[src/rtl/alu_cmp_pkg.sv]
`default_nettype none
// ============================================================================
// Module      : alu_cmp_pkg
// Description : Shared definitions for the pipelined compare / branch-condition
//               unit: compare-mode encodings and the mode field type.
// Contents    : cmp_mode_t          3-bit compare mode field
//               CMP_EQ .. CMP_RSV   mode encodings 0..7
//               CMP_MODE_W          width of the mode field
// Revision    : 1.0 - initial release
// ============================================================================
package alu_cmp_pkg;

    localparam int CMP_MODE_W = 3;

    typedef logic [CMP_MODE_W-1:0] cmp_mode_t;

    // Compare modes. Only EQ, NE and LT look at operand B.
    localparam cmp_mode_t CMP_EQ  = 3'd0;  // a == b
    localparam cmp_mode_t CMP_NE  = 3'd1;  // a != b
    localparam cmp_mode_t CMP_LEZ = 3'd2;  // a <= 0
    localparam cmp_mode_t CMP_GTZ = 3'd3;  // a >  0
    localparam cmp_mode_t CMP_LTZ = 3'd4;  // a <  0
    localparam cmp_mode_t CMP_GEZ = 3'd5;  // a >= 0
    localparam cmp_mode_t CMP_LT  = 3'd6;  // a <  b
    localparam cmp_mode_t CMP_RSV = 3'd7;  // reserved, flagged as illegal

endpackage
`default_nettype wire

[src/rtl/alu_cmp_core.sv]
`default_nettype none
// ============================================================================
// Module      : alu_cmp_core
// Description : Purely combinational compare evaluator. Produces the branch
//               condition for one of eight compare modes, signed or unsigned.
// Ports       : a, b       in   WIDTH  operands (b used by EQ, NE, LT only)
//               mode       in   3      compare mode (alu_cmp_pkg encodings)
//               is_signed  in   1      1 = two's-complement, 0 = unsigned
//               cond       out  1      evaluated condition
//               illegal    out  1      reserved mode selected
// Revision    : 1.0 - initial release
// ============================================================================
module alu_cmp_core
    import alu_cmp_pkg::*;
#(
    parameter int WIDTH = 32
) (
    input  logic [WIDTH-1:0] a,
    input  logic [WIDTH-1:0] b,
    input  cmp_mode_t        mode,
    input  logic             is_signed,
    output logic             cond,
    output logic             illegal
);

    logic a_zero;
    logic a_neg;
    logic a_lez;
    logic a_lt_b;

    // In unsigned form nothing is negative, so LEZ collapses to a == 0 and
    // LTZ is constant false; both fall out of gating the sign bit.
    assign a_zero = (a == '0);
    assign a_neg  = is_signed & a[WIDTH-1];
    assign a_lez  = a_zero | a_neg;
    assign a_lt_b = is_signed ? ($signed(a) < $signed(b)) : (a < b);

    always_comb begin
        cond    = 1'b0;
        illegal = 1'b0;
        case (mode)
            CMP_EQ:  cond = (a == b);
            CMP_NE:  cond = (a != b);
            CMP_LEZ: cond = a_lez;
            CMP_GTZ: cond = ~a_lez;
            CMP_LTZ: cond = a_neg;
            CMP_GEZ: cond = ~a_neg;
            CMP_LT:  cond = a_lt_b;
            default: begin
                cond    = 1'b0;
                illegal = 1'b1;
            end
        endcase
    end

endmodule
`default_nettype wire

[src/rtl/alu_cmp_pipe.sv]
`default_nettype none
// ============================================================================
// Module      : alu_cmp_pipe
// Description : Pipelined compare / branch-condition unit with valid/ready
//               handshake (1 or 2 stages) and a saturating count of
//               delivered true conditions.
// Ports       : clk        in   1      rising-edge clock
//               reset      in   1      asynchronous active-high reset
//               in_valid   in   1      operand beat valid
//               in_ready   out  1      beat can be accepted this cycle
//               a, b       in   WIDTH  operands
//               mode       in   3      compare mode
//               is_signed  in   1      signed / unsigned compare select
//               out_valid  out  1      result beat valid
//               out_ready  in   1      consumer takes the result beat
//               s          out  WIDTH  {WIDTH-1 zeros, cond}
//               z          out  1      s == 0
//               v          out  1      reserved mode flag
//               n          out  1      constant 0 (flag-bus compatibility)
//               cnt_clr    in   1      synchronous clear of taken_cnt
//               taken_cnt  out  CNT_W  saturating count of true results
// Revision    : 1.0 - initial release
// ============================================================================
module alu_cmp_pipe
    import alu_cmp_pkg::*;
#(
    parameter int WIDTH  = 32,   // operand width, 2 or more
    parameter int STAGES = 1,    // pipeline depth, 1 or 2
    parameter int CNT_W  = 16    // taken-condition counter width
) (
    input  logic             clk,
    input  logic             reset,
    input  logic             in_valid,
    output logic             in_ready,
    input  logic [WIDTH-1:0] a,
    input  logic [WIDTH-1:0] b,
    input  cmp_mode_t        mode,
    input  logic             is_signed,
    output logic             out_valid,
    input  logic             out_ready,
    output logic [WIDTH-1:0] s,
    output logic             z,
    output logic             v,
    output logic             n,
    input  logic             cnt_clr,
    output logic [CNT_W-1:0] taken_cnt
);

    localparam logic [CNT_W-1:0] CNT_MAX = '1;
    localparam logic [CNT_W-1:0] CNT_ONE = {{(CNT_W-1){1'b0}}, 1'b1};

    // The whole pipe moves in lock-step: every stage advances when the
    // result stage is empty or being drained. No bubble collapsing.
    logic adv;

    // Operands seen by the compare core and the valid bit of the beat they
    // belong to; their source depends on the pipeline depth.
    logic [WIDTH-1:0] core_a;
    logic [WIDTH-1:0] core_b;
    cmp_mode_t        core_mode;
    logic             core_signed;
    logic             head_valid;

    logic             cond;
    logic             illegal;

    assign adv      = ~out_valid | out_ready;
    assign in_ready = adv;
    assign n        = 1'b0;

    generate
        if (STAGES == 2) begin : g_two_stage
            logic             s1_valid;
            logic [WIDTH-1:0] s1_a;
            logic [WIDTH-1:0] s1_b;
            cmp_mode_t        s1_mode;
            logic             s1_signed;

            // Operand register stage. Data is only captured for valid beats;
            // a bubble just clears the valid bit.
            always_ff @(posedge clk or posedge reset) begin
                if (reset) begin
                    s1_valid  <= 1'b0;
                    s1_a      <= '0;
                    s1_b      <= '0;
                    s1_mode   <= CMP_EQ;
                    s1_signed <= 1'b0;
                end else if (adv) begin
                    s1_valid <= in_valid;
                    if (in_valid) begin
                        s1_a      <= a;
                        s1_b      <= b;
                        s1_mode   <= mode;
                        s1_signed <= is_signed;
                    end
                end
            end

            assign core_a      = s1_a;
            assign core_b      = s1_b;
            assign core_mode   = s1_mode;
            assign core_signed = s1_signed;
            assign head_valid  = s1_valid;
        end else begin : g_one_stage
            assign core_a      = a;
            assign core_b      = b;
            assign core_mode   = mode;
            assign core_signed = is_signed;
            assign head_valid  = in_valid;
        end
    endgenerate

    alu_cmp_core #(
        .WIDTH (WIDTH)
    ) u_core (
        .a         (core_a),
        .b         (core_b),
        .mode      (core_mode),
        .is_signed (core_signed),
        .cond      (cond),
        .illegal   (illegal)
    );

    // Result stage. Flags only move when a valid beat lands, so a consumer
    // looking at s/z/v between beats sees the last delivered result.
    always_ff @(posedge clk or posedge reset) begin
        if (reset) begin
            out_valid <= 1'b0;
            s         <= '0;
            z         <= 1'b0;
            v         <= 1'b0;
        end else if (adv) begin
            out_valid <= head_valid;
            if (head_valid) begin
                s <= {{(WIDTH-1){1'b0}}, cond};
                z <= ~cond;
                v <= illegal;
            end
        end
    end

    // Counts beats actually delivered with a true condition. Clear has
    // priority over a coincident count; the count sticks at all-ones.
    always_ff @(posedge clk or posedge reset) begin
        if (reset) begin
            taken_cnt <= '0;
        end else if (cnt_clr) begin
            taken_cnt <= '0;
        end else if (out_valid && out_ready && s[0] && (taken_cnt != CNT_MAX)) begin
            taken_cnt <= taken_cnt + CNT_ONE;
        end
    end

endmodule
`default_nettype wire

[config.mk]
export PLATFORM = sky130hd
export DESIGN_NAME = alu_cmp_pipe
export DESIGN_NICKNAME = d
export VERILOG_FILES = /design/src/rtl/alu_cmp_pkg.sv /design/src/rtl/alu_cmp_core.sv /design/src/rtl/alu_cmp_pipe.sv
export SDC_FILE = /design/constraint.sdc
export NUM_CORES = 1
export LEC_CHECK = 0
export CAP_MARGIN = 5
export CORE_MARGIN = 3
export CORE_UTILIZATION = 29
export DETAILED_ROUTE_END_ITERATION = 16
export PLACE_DENSITY = 0.69
export SYNTH_ARGS = -nofsm -noshare
export SYNTH_HDL_FRONTEND = slang
export SYNTH_SLANG_ARGS = --single-unit
[constraint.sdc]
create_clock -name clk -period 2.51 [get_ports clk]
set_input_delay 0.251 -clock clk [delete_from_list [all_inputs] [get_ports clk]]
set_output_delay 0.251 -clock clk [all_outputs]
set_load 0.05 [all_outputs]
==> results of run 1 <==
worst max-delay path, cell delays in order:
cell and delay [ps]:
clkdlybuf4s50_1 460, inv_1 40, ha_1 310, nand4_1 190, nor4_1 320, a21o_1 170
a21oi_1 80, o31ai_2 260, a31oi_1 110, a211o_1 230
routing by layer:
layer  up-vias  wire length [um]  track usage [%]
met5         -                 0                0
met4         0                86             3.22
met3        11               390             2.03
met2        87              2680             23.0
met1       926              2210             15.4
li1       1074                 -                -
flip-flops by register name (all words and copies together) (netlist names):
register / count
out_valid: 1
s: 1
v: 1
z: 1
taken_cnt: 16
how the worst max path moves through the flow:
stage | startpoint | endpoint | cells after the start
after floorplan | taken_cnt[3]$_DFFE_PP0P_ | taken_cnt[6]$_DFFE_PP0P_ | 7
after global placement | a[31] | s[0]$_DFFE_PP0P_ | 10
after detailed placement | a[31] | s[0]$_DFFE_PP0P_ | 10
after CTS | a[31] | s[0]$_DFFE_PP0P_ | 10
after global routing | b[14] | s[0]$_DFFE_PP0P_ | 10
final | b[14] | s[0]$_DFFE_PP0P_ | 10
cell type report:
type / instances / share of cell area (%)
clock buffer: 4 / 1.70
multi-input combinational: 209 / 43.6
timing repair buffer: 104 / 31.4
inverter: 35 / 4.07
sequential: 20 / 15.5
tap: 96 / 3.72
report_power, final:
group	switching, mW	total (mW)	internal [mW]	leakage [nW]
registers	0.00913	0.342	0.333	0.270
logic	0.284	0.491	0.207	1.23
clock network	0.0985	0.238	0.139	0.0288
through the flow:
| stage | power [mW] | area, um^2 | worst slack, ps | utilization (%) | TNS, ps |
|---|---|---|---|---|---|
| global route | 1.14 | 3230 | 35.4 | 46.0 | 0 |
| global placement | 0.832 | 3170 | -113 | 45.2 | -113 |
| CTS | 1.08 | 3230 | 143 | 46.0 | 0 |
| detailed placement | 0.839 | 3170 | -123 | 45.2 | -123 |
| finish | 1.07 | 3230 | 230 | 46.0 | 0 |
| floorplan | 0.675 | 2280 | 270 | - | 0 |
kinds of logic (layout without fill, tap and decap cells):
kind of cell               after synthesis  after routing  share of synthesized area, %
AOI/OAI and AO/OA                       38             38                          11.5
xor gates and xnor gates                16             16                          6.46
adders and majority gates               33             33                          19.0
buffers and inverters                   69            143                          17.5
DFF                                     20             20                          23.1
muxes                                    2              2                         0.923
other                                    1             32                         0.173
and+or+nand+nor                         88             88                          21.3
cells in the mapped netlist (2+ instances only):
| library cell | instances | area share (%) |
|---|---|---|
| nor3_1 | 3 | 0.69 |
| nor2_1 | 21 | 3.6 |
| nor2b_1 | 2 | 0.58 |
| xnor2_1 | 7 | 2.8 |
| inv_1 | 35 | 6.1 |
| xor2_1 | 9 | 3.6 |
| nand3_1 | 9 | 2.1 |
| ha_1 | 33 | 19 |
| and4_1 | 2 | 0.81 |
| o31ai_1 | 3 | 1.0 |
| nand2_1 | 18 | 3.1 |
| nor4_1 | 12 | 3.5 |
| nand2b_1 | 3 | 0.87 |
| dfrtp_1 | 20 | 23 |
| a21oi_1 | 17 | 3.9 |
| o21ai_0 | 5 | 1.2 |
| buf_4 | 32 | 11 |
| o211ai_1 | 3 | 1.0 |
| and3_1 | 3 | 0.87 |
| a21o_1 | 4 | 1.4 |
| mux2i_1 | 2 | 0.92 |
| nand4_1 | 12 | 3.5 |
what timing repair did:
item,4_1_cts,5_1_grt
hold buffers,0,0
resized for setup,0,1
setup buffers,0,0
endpoints found under the setup margin,0,1
==> metrics.txt, run 1 <==
status finished, final reports clean; CP required about 2700 ps; CP Class in2reg; initial antenna violation count 0; CP Max Fanout 4; ys async rst share 100%; DRT antenna net count 0; Row Count 30; Tcrit/Tclk final between 90% and 100%; peak supply drop a little under 0.2 mV; Clock Latency Late Sink roughly 250 ps; max cap viols 0; TritonCTS Buffers 3; static leakage approximately 1.5 nW; GRT Util Overall about an eighth; RSZ-0062 raised after global routing no; vias after detailed routing between 2,000 and 2,500; layout cells sized above 1 approximately 5.6%; die width 92.5 um; f_max 439 MHz; routed wire length 5370 um; area grow syn2layout 49.0%; Mean Syn Cell Area 8.12 um^2; minimum clock period around 2300 ps; sequential area share after synthesis a little under a quarter; WP data arrival between 2000 and 2500 ps; Initial Util 30.9%; CTS tree yes; Final Skew 2.97 ps; nets@finish between 400 and 500; launching point of the worst reg2reg path taken_cnt[3]$_DFFE_PP0P_; Startpoint Class primary input; Final Wtd Congestion 0.825; number of enable flip-flop cells after synthesis 0; Pwr Density between 300 and 400 nW/um^2; worst hold slack 427 ps; Vias/cell 4.48; Routed WL per cell between 10 and 15 um; final hold vios 0; Sink Count 20; GRT overflow 0; Final Max Tran Viols 0; H-tree levels 1; Syn. warnings 0; non-filler instance count after layout 468; Distinct cells, synth 34; # setup viols final 0; DR pass1 iterations 5; commonest non-fill, non-tap cell in the layout clkdlybuf4s50_1; hold crit path type in2async; number of global-route vias before repair about 2,100; worst-margin pin slew 735 ps; drt first-iter violations 36; CTS clk-pin slew, worst paths 70 ps; clk buf depth 2; Filler cells roughly 690; multi-input logic area approximately 1400 um^2; Post-DP HPWL 4840 um; # DRC 0; largest net degree at the start of global routing 21; clk root buf clkbuf_8; Seq cells post-synth 20; diodes inserted 0; Top FF cell, synth dfrtp_1; Buffers on Ports 93; FF-to-FF setup slack 460 ps; # IOs ~130; Mapped Cells 267; Max transition margin 50.9%; most frequent cells in the layout 93 x clkdlybuf4s50_1, 35 x inv_1, 33 x ha_1; R2R cell count 7; Die Y a little over 90 um; Reg area 500 um^2; nature of the critical path endpoint flip-flop; Placed Instances between 400 and 500; core area 7020 um^2; Syn Std Cell Area roughly 2200 um^2; Reg-to-Reg End taken_cnt[6]$_DFFE_PP0P_; first-pass GRT wire length a little over 9000 um; Die ar. roughly 8600 um^2
(Power assumes the default switching activity.)
==> run 2: changes to the inputs <==
--- a/config.mk
+++ b/config.mk
@@ -8,8 +8,10 @@
 export CAP_MARGIN = 5
 export CORE_MARGIN = 3
 export CORE_UTILIZATION = 29
+export CTS_BUF_LIST = sky130_fd_sc_hd__clkbuf_2 sky130_fd_sc_hd__clkbuf_4 sky130_fd_sc_hd__clkbuf_8
 export DETAILED_ROUTE_END_ITERATION = 16
 export PLACE_DENSITY = 0.69
+export REMOVE_ABC_BUFFERS = 1
 export SYNTH_ARGS = -nofsm -noshare
 export SYNTH_HDL_FRONTEND = slang
 export SYNTH_SLANG_ARGS = --single-unit
==> run 2 against run 1 <==
  * Sequential cell count did not move
  * Hold slack gained 15 ps
  * Setup slack got worse by 74 ps
  * Critical path depth increased by 1
  * Power rose by 0.26%
  * Register-to-register slack barely moved
  * Die area did not move
==> metrics.txt, run 2 (synthesis gave the netlist of run 1 again) <==
Clock Latency Late Sink 260 ps (about the same); Vias/cell 4.57 (+2.0%); Core Util, Final 45.8% (-0.18 points); Buffers on Ports 93 (unchanged); Die ar. 8550 um^2 (unchanged); Sink Count 20 (unchanged); Logic pwr share 45.6% (-0.2 points); diodes inserted 0 (unchanged); commonest non-fill, non-tap cell in the layout clkdlybuf4s50_1; clk root buf clkbuf_8; max cap viols 0 (unchanged); setup ws final 156 ps (-74.3 ps); Row Count 30 (unchanged); most frequent cells in the layout 93 x clkdlybuf4s50_1, 35 x inv_1, 33 x ha_1; H-tree levels 1 (unchanged); minimum clock period 2350 ps (+74.3 ps); layout cells sized above 1 5.12% (-0.52 points); share of power burned in registers 31.8% (-0.2 points); Die Y 92.5 um (unchanged); Place WS -121 ps (+1.34 ps); DRT antenna net count 0 (unchanged); Startpoint Class primary input; Pwr Density 334 nW/um^2 (+0.65%); die width 92.5 um (unchanged); clk buf depth 2 (unchanged); Final Wtd Congestion 0.874 (+6.0%); peak supply drop 0.178 mV (-8.7%); setup bufs post-CTS 0 (unchanged); Net Sw Power 0.396 mW (+1.0%); CP Max Fanout 2 (-2); GRT Util Overall 12.6% (-0.019 points); Most flops, register taken_cnt; area grow syn2layout 48.4%; CTS tree yes; switching share of power 36.9% (+0.28 points); Final Max Tran Viols 0 (unchanged); CTS clk-pin slew, worst paths 70 ps (about the same); hold_buf cts 0 (unchanged); clock network fraction of design power 22.6% (+0.4 points); Resize count post-CTS 0 (unchanged); GRT overflow 0 (unchanged); non-filler instance count after layout 467 (-0.21%); hold crit path type in2async; Initial Util 30.9% (unchanged); static leakage 1.53 nW (-0.36%); first-pass GRT wire length 9050 um (-0.83%); CP Class in2reg; Routed WL per cell 12.0 um (+4.6%); Filler cells 706 (+2.2%); worst-margin pin slew 756 ps (+20.4 ps); final hold vios 0 (unchanged); routed wire length 5600 um (+4.4%); Int Pwr 0.678 mW (-0.19%); Placed Instances 463 (-0.22%); number of global-route vias before repair 2,064 (-1.4%); worst hold slack 442 ps (+15.3 ps); vias after detailed routing 2,135 (+1.8%); DP Area 3160 um^2 (-0.24%); DR pass1 iterations 4 (-1); # DRC 0 (unchanged); drt first-iter violations 47 (+31%); Tcrit/Tclk final 93.8% (+3.0 points); R2R cell count 7 (unchanged); Final Skew 3.11 ps (+0.144 ps); core area 7020 um^2 (unchanged); f_max 425 MHz (-3.2%); RSZ-0062 raised after global routing no; largest net degree at the start of global routing 21 (unchanged); # setup viols final 0 (unchanged); WP data arrival 2500 ps (+80 ps); post-route cell area 3220 um^2 (-0.39%); total negative slack 0 ps (unchanged); Max transition margin 49.6% (-1.4 points); nature of the critical path endpoint flip-flop; Post-DP HPWL 4990 um (+3.0%); CP required 2650 ps (about the same); # IOs 126 (unchanged); TritonCTS Buffers 3 (unchanged); nets@finish 478 (-0.21%); initial antenna violation count 0 (unchanged); status finished, final reports clean; Power, Total 1.07 mW (+0.26%); max reg flops 16 (unchanged)
-- run 2: worst max-delay path, stage by stage --
cell and delay [ps]:
clkdlybuf4s50_1 470, inv_1 50, ha_1 280, nand4_1 140, nor4_1 280, buf_4 170
a21o_1 120, a21oi_1 60, o31ai_1 330, a31oi_1 130, a211o_1 230
-- run 2: final timing paths --
path                                          start                   endpoint  slack (ps)
setup / recovery                              b[30]           s[0]$_DFFE_PP0P_         160
hold / removal                                reset   taken_cnt[2]$_DFFE_PP0P_         440
setup reg to reg           taken_cnt[3]$_DFFE_PP0P_   taken_cnt[6]$_DFFE_PP0P_         450
hold reg to reg                       v$_DFFE_PP0P_              v$_DFFE_PP0P_         500
max in group asynchronous                     reset  taken_cnt[11]$_DFFE_PP0P_        1590
min in group clk                      v$_DFFE_PP0P_              v$_DFFE_PP0P_         500
-- run 2: metal layers --
metal	up-vias	global-route usage, %	part of all wire (%)
met3	8	2.52	7.1
met5	-	0	0
met1	979	15.4	42
li1	1074	-	-
met4	0	2.23	1.0
met2	74	23.1	50
-- run 2: layout make-up --
| cell class | count | area, um^2 | share of cell area [%] |
|---|---|---|---|
| multi-input cells | 209 | 1410 | 43.7 |
| flip-flops and latches | 20 | 500 | 15.6 |
| well taps | 96 | 120 | 3.73 |
| inverters | 35 | 131 | 4.08 |
| clock buffers | 4 | 55.1 | 1.71 |
| repair buffers | 103 | 1010 | 31.3 |
-- run 2: power by group through the flow --
stage | combinational (mW) | clock [mW] | sequential [mW]
global placement | 0.483 | 0 | 0.348
global route | 0.533 | 0.266 | 0.344
CTS | 0.491 | 0.250 | 0.342
detailed placement | 0.489 | 0 | 0.348
finish | 0.489 | 0.243 | 0.342
floorplan | 0.247 | 0 | 0.386
